File: src/rtl/wb_hyperram_arbiter.sv
// Two-master Wishbone classic arbiter in front of the single HyperRAM slave.
// Round-robin grant held for a whole cycle; a watchdog aborts a stalled slave with err.
module wb_hyperram_arbiter #(
    parameter int AW             = 32,
    parameter int DW             = 32,
    parameter int TIMEOUT_CYCLES = 255
) (
    input  logic            wb_clk_i,
    input  logic            wb_rst_i,

    input  logic            m0_cyc_i,
    input  logic            m0_stb_i,
    input  logic            m0_we_i,
    input  logic [DW/8-1:0] m0_sel_i,
    input  logic [AW-1:0]   m0_adr_i,
    input  logic [DW-1:0]   m0_dat_i,
    output logic            m0_ack_o,
    output logic            m0_err_o,
    output logic [DW-1:0]   m0_dat_o,

    input  logic            m1_cyc_i,
    input  logic            m1_stb_i,
    input  logic            m1_we_i,
    input  logic [DW/8-1:0] m1_sel_i,
    input  logic [AW-1:0]   m1_adr_i,
    input  logic [DW-1:0]   m1_dat_i,
    output logic            m1_ack_o,
    output logic            m1_err_o,
    output logic [DW-1:0]   m1_dat_o,

    output logic            s_cyc_o,
    output logic            s_stb_o,
    output logic            s_we_o,
    output logic [DW/8-1:0] s_sel_o,
    output logic [AW-1:0]   s_adr_o,
    output logic [DW-1:0]   s_dat_o,
    input  logic            s_ack_i,
    input  logic [DW-1:0]   s_dat_i,

    output logic [7:0]      timeout_cnt_o
);

    typedef enum logic [2:0] {IDLE, GNT0, GNT1, ABORT0, ABORT1} state_e;

    localparam logic [15:0] WD_LAST = 16'(TIMEOUT_CYCLES - 1);

    state_e      state_q, state_d;
    logic        last_grant_q, last_grant_d;
    logic [15:0] wdog_q, wdog_d;
    logic [7:0]  timeout_cnt_q, timeout_cnt_d;

    // Signals of whichever master currently owns (or last owned) the slave.
    logic            on_m1;
    logic            g_cyc, g_stb, g_we, other_cyc;
    logic [DW/8-1:0] g_sel;
    logic [AW-1:0]   g_adr;
    logic [DW-1:0]   g_dat;
    state_e          release_state;

    assign on_m1     = (state_q == GNT1) || (state_q == ABORT1);
    assign g_cyc     = on_m1 ? m1_cyc_i : m0_cyc_i;
    assign g_stb     = on_m1 ? m1_stb_i : m0_stb_i;
    assign g_we      = on_m1 ? m1_we_i  : m0_we_i;
    assign g_sel     = on_m1 ? m1_sel_i : m0_sel_i;
    assign g_adr     = on_m1 ? m1_adr_i : m0_adr_i;
    assign g_dat     = on_m1 ? m1_dat_i : m0_dat_i;
    assign other_cyc = on_m1 ? m0_cyc_i : m1_cyc_i;

    // Handoff goes straight to the waiting master with no idle cycle in between.
    always_comb begin
        release_state = IDLE;
        if (other_cyc) release_state = on_m1 ? GNT0 : GNT1;
    end

    logic ack_g, err_g, in_gnt;

    // NOTE: every signal written here gets a default first, so no latch is inferred.
    always_comb begin
        state_d       = state_q;
        last_grant_d  = last_grant_q;
        wdog_d        = wdog_q;
        timeout_cnt_d = timeout_cnt_q;
        ack_g         = 1'b0;
        err_g         = 1'b0;
        in_gnt        = 1'b0;
        s_cyc_o       = 1'b0;
        s_stb_o       = 1'b0;
        s_we_o        = 1'b0;
        s_sel_o       = '0;
        s_adr_o       = '0;
        s_dat_o       = '0;

        case (state_q)
            IDLE: begin
                if (m0_cyc_i && (!m1_cyc_i || last_grant_q)) state_d = GNT0;
                else if (m1_cyc_i)                           state_d = GNT1;
            end
            GNT0, GNT1: begin
                in_gnt  = 1'b1;
                s_cyc_o = g_cyc;
                s_stb_o = g_cyc && g_stb;
                s_we_o  = g_we;
                s_sel_o = g_sel;
                s_adr_o = g_adr;
                s_dat_o = g_dat;
                ack_g   = s_ack_i;
                if (!g_cyc) begin
                    state_d = release_state;
                end else if (g_stb && !s_ack_i) begin
                    if (wdog_q == WD_LAST) begin
                        err_g   = 1'b1;
                        state_d = on_m1 ? ABORT1 : ABORT0;
                        if (timeout_cnt_q != 8'hFF) timeout_cnt_d = timeout_cnt_q + 8'd1;
                    end else begin
                        wdog_d = wdog_q + 16'd1;
                    end
                end else begin
                    wdog_d = '0;
                end
            end
            ABORT0, ABORT1: begin
                if (!g_cyc) state_d = release_state;
            end
            default: state_d = IDLE;
        endcase

        if ((state_d == GNT0) && (state_q != GNT0)) begin
            wdog_d       = '0;
            last_grant_d = 1'b0;
        end
        if ((state_d == GNT1) && (state_q != GNT1)) begin
            wdog_d       = '0;
            last_grant_d = 1'b1;
        end
    end

    assign m0_ack_o      = ack_g && !on_m1;
    assign m1_ack_o      = ack_g &&  on_m1;
    assign m0_err_o      = err_g && !on_m1;
    assign m1_err_o      = err_g &&  on_m1;
    assign m0_dat_o      = in_gnt ? s_dat_i : '0;
    assign m1_dat_o      = in_gnt ? s_dat_i : '0;
    assign timeout_cnt_o = timeout_cnt_q;

    // NOTE: state registers use non-blocking assignments so all flops update together.
    always_ff @(posedge wb_clk_i or posedge wb_rst_i) begin
        if (wb_rst_i) begin
            state_q       <= IDLE;
            last_grant_q  <= 1'b1;
            wdog_q        <= '0;
            timeout_cnt_q <= '0;
        end else begin
            state_q       <= state_d;
            last_grant_q  <= last_grant_d;
            wdog_q        <= wdog_d;
            timeout_cnt_q <= timeout_cnt_d;
        end
    end

endmodule
File: config.mk
export PLATFORM = sky130hd
export DESIGN_NAME = wb_hyperram_arbiter
export DESIGN_NICKNAME = d
export VERILOG_FILES = /design/src/rtl/wb_hyperram_arbiter.sv
export SDC_FILE = /design/constraint.sdc
export NUM_CORES = 1
export LEC_CHECK = 0
export ABC_AREA = 1
export BUFFER_PORTS_ARGS = -buffer_cell sky130_fd_sc_hd__clkbuf_2
export CELL_PAD_IN_SITES_DETAIL_PLACEMENT = 1
export CELL_PAD_IN_SITES_GLOBAL_PLACEMENT = 1
export CORE_AREA = 2 2 125 127
export DETAILED_ROUTE_END_ITERATION = 12
export DIE_AREA = 0 0 127 129
export PLACE_DENSITY_LB_ADDON = 0.05
export RECOVER_POWER = 50
export SLEW_MARGIN = 10
export SYNTH_ARGS = -nofsm -noshare
export SYNTH_HDL_FRONTEND = slang
export SYNTH_SLANG_ARGS = --single-unit
File: constraint.sdc
create_clock -name wb_clk_i -period 3.71 [get_ports wb_clk_i]
set_input_delay 0.742 -clock wb_clk_i [delete_from_list [all_inputs] [get_ports wb_clk_i]]
set_output_delay 0.742 -clock wb_clk_i [all_outputs]
set_load 0.05 [all_outputs]
Word level (Yosys, flattened, before mapping)
Cells that the tools add are included.
{"block": "totals", "wordCells": 77, "register_bits": 28}
{"block": "op_classes", "muxes": 38, "reduce_logical": 22, "n_addsub": 2, "eq_ne": 11}
{"operator": "$mux W32", "count": 5}
{"operator": "$mux W16", "count": 6}
{"operator": "$mux W3", "count": 7}
{"operator": "$add A16 B1 Y16 const B", "count": 1}
{"operator": "$eq A16 B8 Y1 const B", "count": 1}
{"operator": "$mux W1", "count": 15}
{"operator": "$eq A3 B2 Y1 const B", "count": 3}
{"operator": "$logic_and A1 B1 Y1", "count": 9}
{"operator": "$pmux W3 S3", "count": 1}
{"operator": "$add A8 B1 Y8 const B", "count": 1}
{"operator": "$mux W4", "count": 2}
{"operator": "$ne A8 B8 Y1 const B", "count": 1}
{"operator": "$eq A3 B1 Y1 const B", "count": 2}
{"operator": "$reduce_bool A3 Y1", "count": 2}
{"operator": "$reduce_and A5 Y1", "count": 1}
{"operator": "$mux W2", "count": 2}
{"operator": "$ne A4 B2 Y1 const B", "count": 1}
{"operator": "$reduce_or A2 Y1", "count": 2}
{"operator": "$eq A3 B3 Y1 const B", "count": 1}
{"operator": "$logic_not A1 Y1", "count": 3}
{"operator": "$logic_not A3 Y1", "count": 1}
{"operator": "$ne A3 B1 Y1 const B", "count": 1}
{"operator": "$ne A3 B2 Y1 const B", "count": 1}
{"operator": "$reduce_and A3 Y1", "count": 1}
{"operator": "2 further kinds", "count": 3}

Logic depth before layout (Yosys ltp)
{"block": "depth", "ltp_word": 11, "ltp_mapped": 14}

Worst setup path before layout
Ideal clock, no wire load.
{"block": "synth_path", "kind": "input-to-output", "from": "input port m0_cyc_i", "to": "output port m0_err_o", "required_time_ns": 2.968, "arrival_time_ns": 2.427, "stages": 6, "setup_slack_ns": 0.541, "path_buffers": 0, "cell_sequence": "inv_1 -> nand2_1 -> o21ai_2 -> nor2_4 -> inv_1 -> nor3_1"}
{"block": "synth_between", "elab_chain_cells": 4}
{"element": "start, declared", "line": "11", "text": "input logic m0_cyc_i,"}
{"element": "$mux W1", "line": "61", "text": "assign g_cyc = on_m1 ? m1_cyc_i : m0_cyc_i;"}
{"element": "$mux W1", "line": "107", "text": "if (!g_cyc) begin"}
{"element": "$mux W1", "line": "93", "text": "case (state_q)"}
{"element": "$logic_and A1 B1 Y1", "line": "139", "text": "assign m0_err_o = err_g && !on_m1;"}
{"element": "end, declared", "line": "18", "text": "output logic m0_err_o,"}
Every way passes these cells.

Final worst setup path
{"block": "layout_path", "from": "register state_q[0]", "to": "output port m1_dat_o[24]"}
{"block": "layout_between", "elab_chain_cells": 4, "word_cells_on_any_way": 5, "classes_between": "eq/ne: 2; mux: 2; reduce/logical: 1"}
{"element": "start, declared", "line": "47", "text": "state_e state_q, state_d;"}
{"element": "start signal, assigned", "line": "153", "text": "state_q <= state_d;"}
{"element": "$eq A3 B2 Y1 / $eq A3 B1 Y1 (equally long branches)", "line": "93"}
{"element": "$reduce_or A2 Y1 *", "line": "93"}
{"element": "$mux W1 *", "line": "93"}
{"element": "$mux W32 *", "line": "142", "text": "assign m1_dat_o = in_gnt ? s_dat_i : '0;"}
{"element": "end, declared", "line": "29", "text": "output logic [DW-1:0] m1_dat_o,"}
Every way passes the cells marked *; elsewhere a longest branch is shown, timed or not.

==> results.json <==
{
  "drive_gt1_share_pct": 36.12,
  "leakagePower_nw": 3.023,
  "r2r-end": "wdog_q[14]$_DFFE_PP0P_",
  "status": "finished, violations left",
  "cts.sinks": 28,
  "clk_latency_ns": 0.27,
  "die_w_um": 127,
  "nets": 1089,
  "syn_area_per_cell_sq_um": 5.698,
  "worst_slack_ns": 0.3546,
  "core_area_sq_um": 14980,
  "areaGrowthSynthToFinish_pct": 42.19,
  "cts_resized": 0,
  "violations": "max-capacitance violations, max-slew violations",
  "cp.buffers_inverters": 3,
  "fin_skew_ns": 0.003494,
  "holdCritStartpoint": "last_grant_q$_DFFE_PP1P_",
  "synth_top_flop_cell": "dfrtp_1",
  "synth_seq_area_share_pct": 19.01,
  "period_needed_ns": 3.355,
  "rsz0062_at_grt": "false",
  "dr.first_iter.drc_count": 259,
  "period_share_pct": 90.44,
  "start_util_pct": 24.65,
  "n_antenna_cell": 0,
  "worstSetupPathType": "flip-flop to output port",
  "pre_cts_ws_ns": 0.7222,
  "relSlewSlack_pct": -8.998,
  "rr_worst_depth": 9,
  "grt_pass1_vias": 5331,
  "hold_class": "flip-flop to flip-flop",
  "ctsHoldBuffers": 0,
  "vias": 5354,
  "min_to": "last_grant_q$_DFFE_PP1P_",
  "cp_max_fo": 30,
  "path_clk_slew_ns": 0.07,
  "critPathLaunchType": "flip-flop",
  "cts_root_buf": "clkbuf_16",
  "synthCells": 648,
  "critPathMostFrequentCell": "nor2_1",
  "grt_overflow_total": 0,
  "synth.net_count": 828,
  "final-instance-count-excl-fill": 1096,
  "yosysTopAreaCell": "dfrtp_1",
  "fmax_ghz": 0.2980,
  "cp_cell_sequence": "inv_2, nor2_1, nor2_1, clkbuf_1, nor2_1, clkbuf_2",
  "drv_slew": 29,
  "clockBufferDepth": 2,
  "vias_per_cell": 4.885,
  "drc": 0,
  "routedWlPerCell_um": 18.31,
  "antenna_found_initial": 4,
  "post_cts_buffers": 0,
  "yosys-top-cells-area": "dfrtp_1, nand2_1, nand4_1",
  "finalHoldViolations": 0,
  "tritoncts": "built",
  "finalSetupViolations": 0,
  "ys_seq_elements": 28,
  "rrSetupSlack_ns": 0.58,
  "grt_pass1_wl_um": 29500,
  "die_h_um": 129,
  "rows": 45,
  "crit_path_top_delay_cell": "clkbuf_1",
  "boundaryPins": 324,
  "synth_cell_type_count": 32,
  "crit_family": "buffers and inverters",
  "tightest_slew_ns": 1.635,
  "firstDrtPassIters": 4,
  "dieArea_sq_um": 16380,
  "ys_warn_count": 0,
  "grt_max_degree": 72,
  "p_per_area_nw_per_um2": 1086,
  "yosysTopAreaCellShare_pct": 18.30,
  "setup_tns_ns": 0,
  "ctsHtreeMaxLevel": 1,
  "numCtsBuffers": 3,
  "min_path_cells": 2,
  "gr-usage-all-layers_pct": 22.88,
  "place_area_sq_um": 5202,
  "max_stage_delay_ns": 0.70,
  "finalWirelength_um": 20070,
  "cp.required_ns": 2.97,
  "port_buffers": 323,
  "gp_congestion": 0.8782,
  "fin_area_sq_um": 5250,
  "peakVddDrop_uv": 873.9,
  "maxCapViolations": 1,
  "synth_edf_count": 0,
  "r2r_start": "state_q[0]$_DFF_PP0_",
  "mappedNetlistArea_sq_um": 3692,
  "postRouteAntennaNets": 0,
  "dpl.hpwl_um": 16800,
  "dp_cells": 1092,
  "arrival_ns": 2.61,
  "ys_async_sr_fraction_pct": 100.0,
  "worstSetupEndpointType": "output port",
  "worst_hold_slack_ns": 0.4677
}
-- worst register-to-register path, cell delays in order, from the launching register on --
cell and delay (ns):
dfrtp_1 0.41, inv_2 0.42, nor2_1 0.14, nor2_1 0.22
clkbuf_1 0.70, a21oi_1 0.14, a21oi_1 0.24, nand2_1 0.10
nand2_1 0.49, nor2_1 0.12
-- final cells by class --
type,instances,area [sq um]
sequential,28,701.9
tap,188,235.2
inverter,85,319.1
multi-input combinational,456,2220
timing repair buffer,335,1669
clock buffer,3,75.07
clock inverter,1,30.03
fill,2102,9727
-- kinds of logic (layout without fill, tap and decap cells) --
| logic type | count (synthesis) | count (layout) | share of synthesized area, % |
|---|---|---|---|
| AOI/OAI and AO/OA | 101 | 101 | 14.33 |
| xor gates and xnor gates | 11 | 11 | 2.609 |
| adders and majority gates | 3 | 3 | 1.017 |
| buffers and inverters | 164 | 424 | 20.60 |
| DFF | 28 | 28 | 19.01 |
| muxes | 1 | 1 | 0.3050 |
| and+or+nand+nor | 340 | 340 | 42.12 |
-- sequential cells by signal, summed over array words and instances (netlist names) --
name / cells
wdog_q: 16
timeout_cnt_o: 8
state_q: 3
last_grant_q: 1
-- metrics by stage --
step	power (W)	utilization, %
floorplan	0.004401	-
detailed placement	0.005451	34.74
global placement	0.005408	34.74
finish	0.005700	35.05
global route	0.006005	35.05
CTS	0.005794	35.44
-- where the power goes --
group          switching [W]  internal (W)
Sequential         0.0000218      0.000332
Combinational        0.00415      0.000870
Clock               0.000113      0.000215
-- synth_stat cells (2+ instances only) --
cell      instances
nand2_1         142
inv_1            84
nor2_1           80
a21oi_1          79
nand4_1          77
buf_4            35
clkbuf_1         32
dfrtp_1          27
nand3_1          19
o21ai_0          13
xor2_1            9
nor3_1            7
buf_1             6
buf_2             5
nand2_2           4
o31ai_1           4
ha_1              3
nand3_2           3
nor2_2            3
or2_2             3
xnor2_1           2
-- layer usage --
layer | vias to the layer above | global-route usage (%) | part of all wire, %
met4 | 6 | 2.586 | 0.93
li1 | 2614 | - | -
met3 | 16 | 6.944 | 8.9
met5 | - | 0 | 0.20
met2 | 216 | 38.90 | 47
met1 | 2502 | 29.67 | 43
-- worst max-delay path by stage --
stage,depth (start not counted),endpoint,slack (ns),start
2_1_floorplan,6,m0_err_o,0.54,m0_cyc_i
3_3_place_gp,8,m0_err_o,0.78,state_q[0]$_DFF_PP0_
3_5_place_dp,8,m0_err_o,0.72,state_q[0]$_DFF_PP0_
4_1_cts,8,m0_err_o,0.41,state_q[0]$_DFF_PP0_
5_1_grt,6,m0_dat_o[23],0.12,state_q[0]$_DFF_PP0_
6_report,6,m1_dat_o[24],0.35,state_q[0]$_DFF_PP0_
-- layout by cell type, fill, tap and decap left out --
cell type    n
o22ai_1      1
xor2_1       9
a22oi_1      1
nor2_4       1
clkinv_1     1
bufinv_16    1
nor4_1       1
buf_4       10
nor2_1      82
xnor2_1      2
dfrtp_1     27
dfstp_2      1
o21ai_0     13
o2111ai_1    1
inv_2        1
clkbuf_16    3
o211ai_1     1
inv_1       83
mux2_2       1
or2_2        3
clkbuf_2   299
ha_1         3
nor3_1       7
clkbuf_1    26
nand3_2      2
o21ai_2      1
a21oi_1     79
nand2_1    142
o31ai_1      4
nor2_2       1
nand3_1     20
nand4_1     77
nand2_2      4
(Power assumes the default switching activity.)
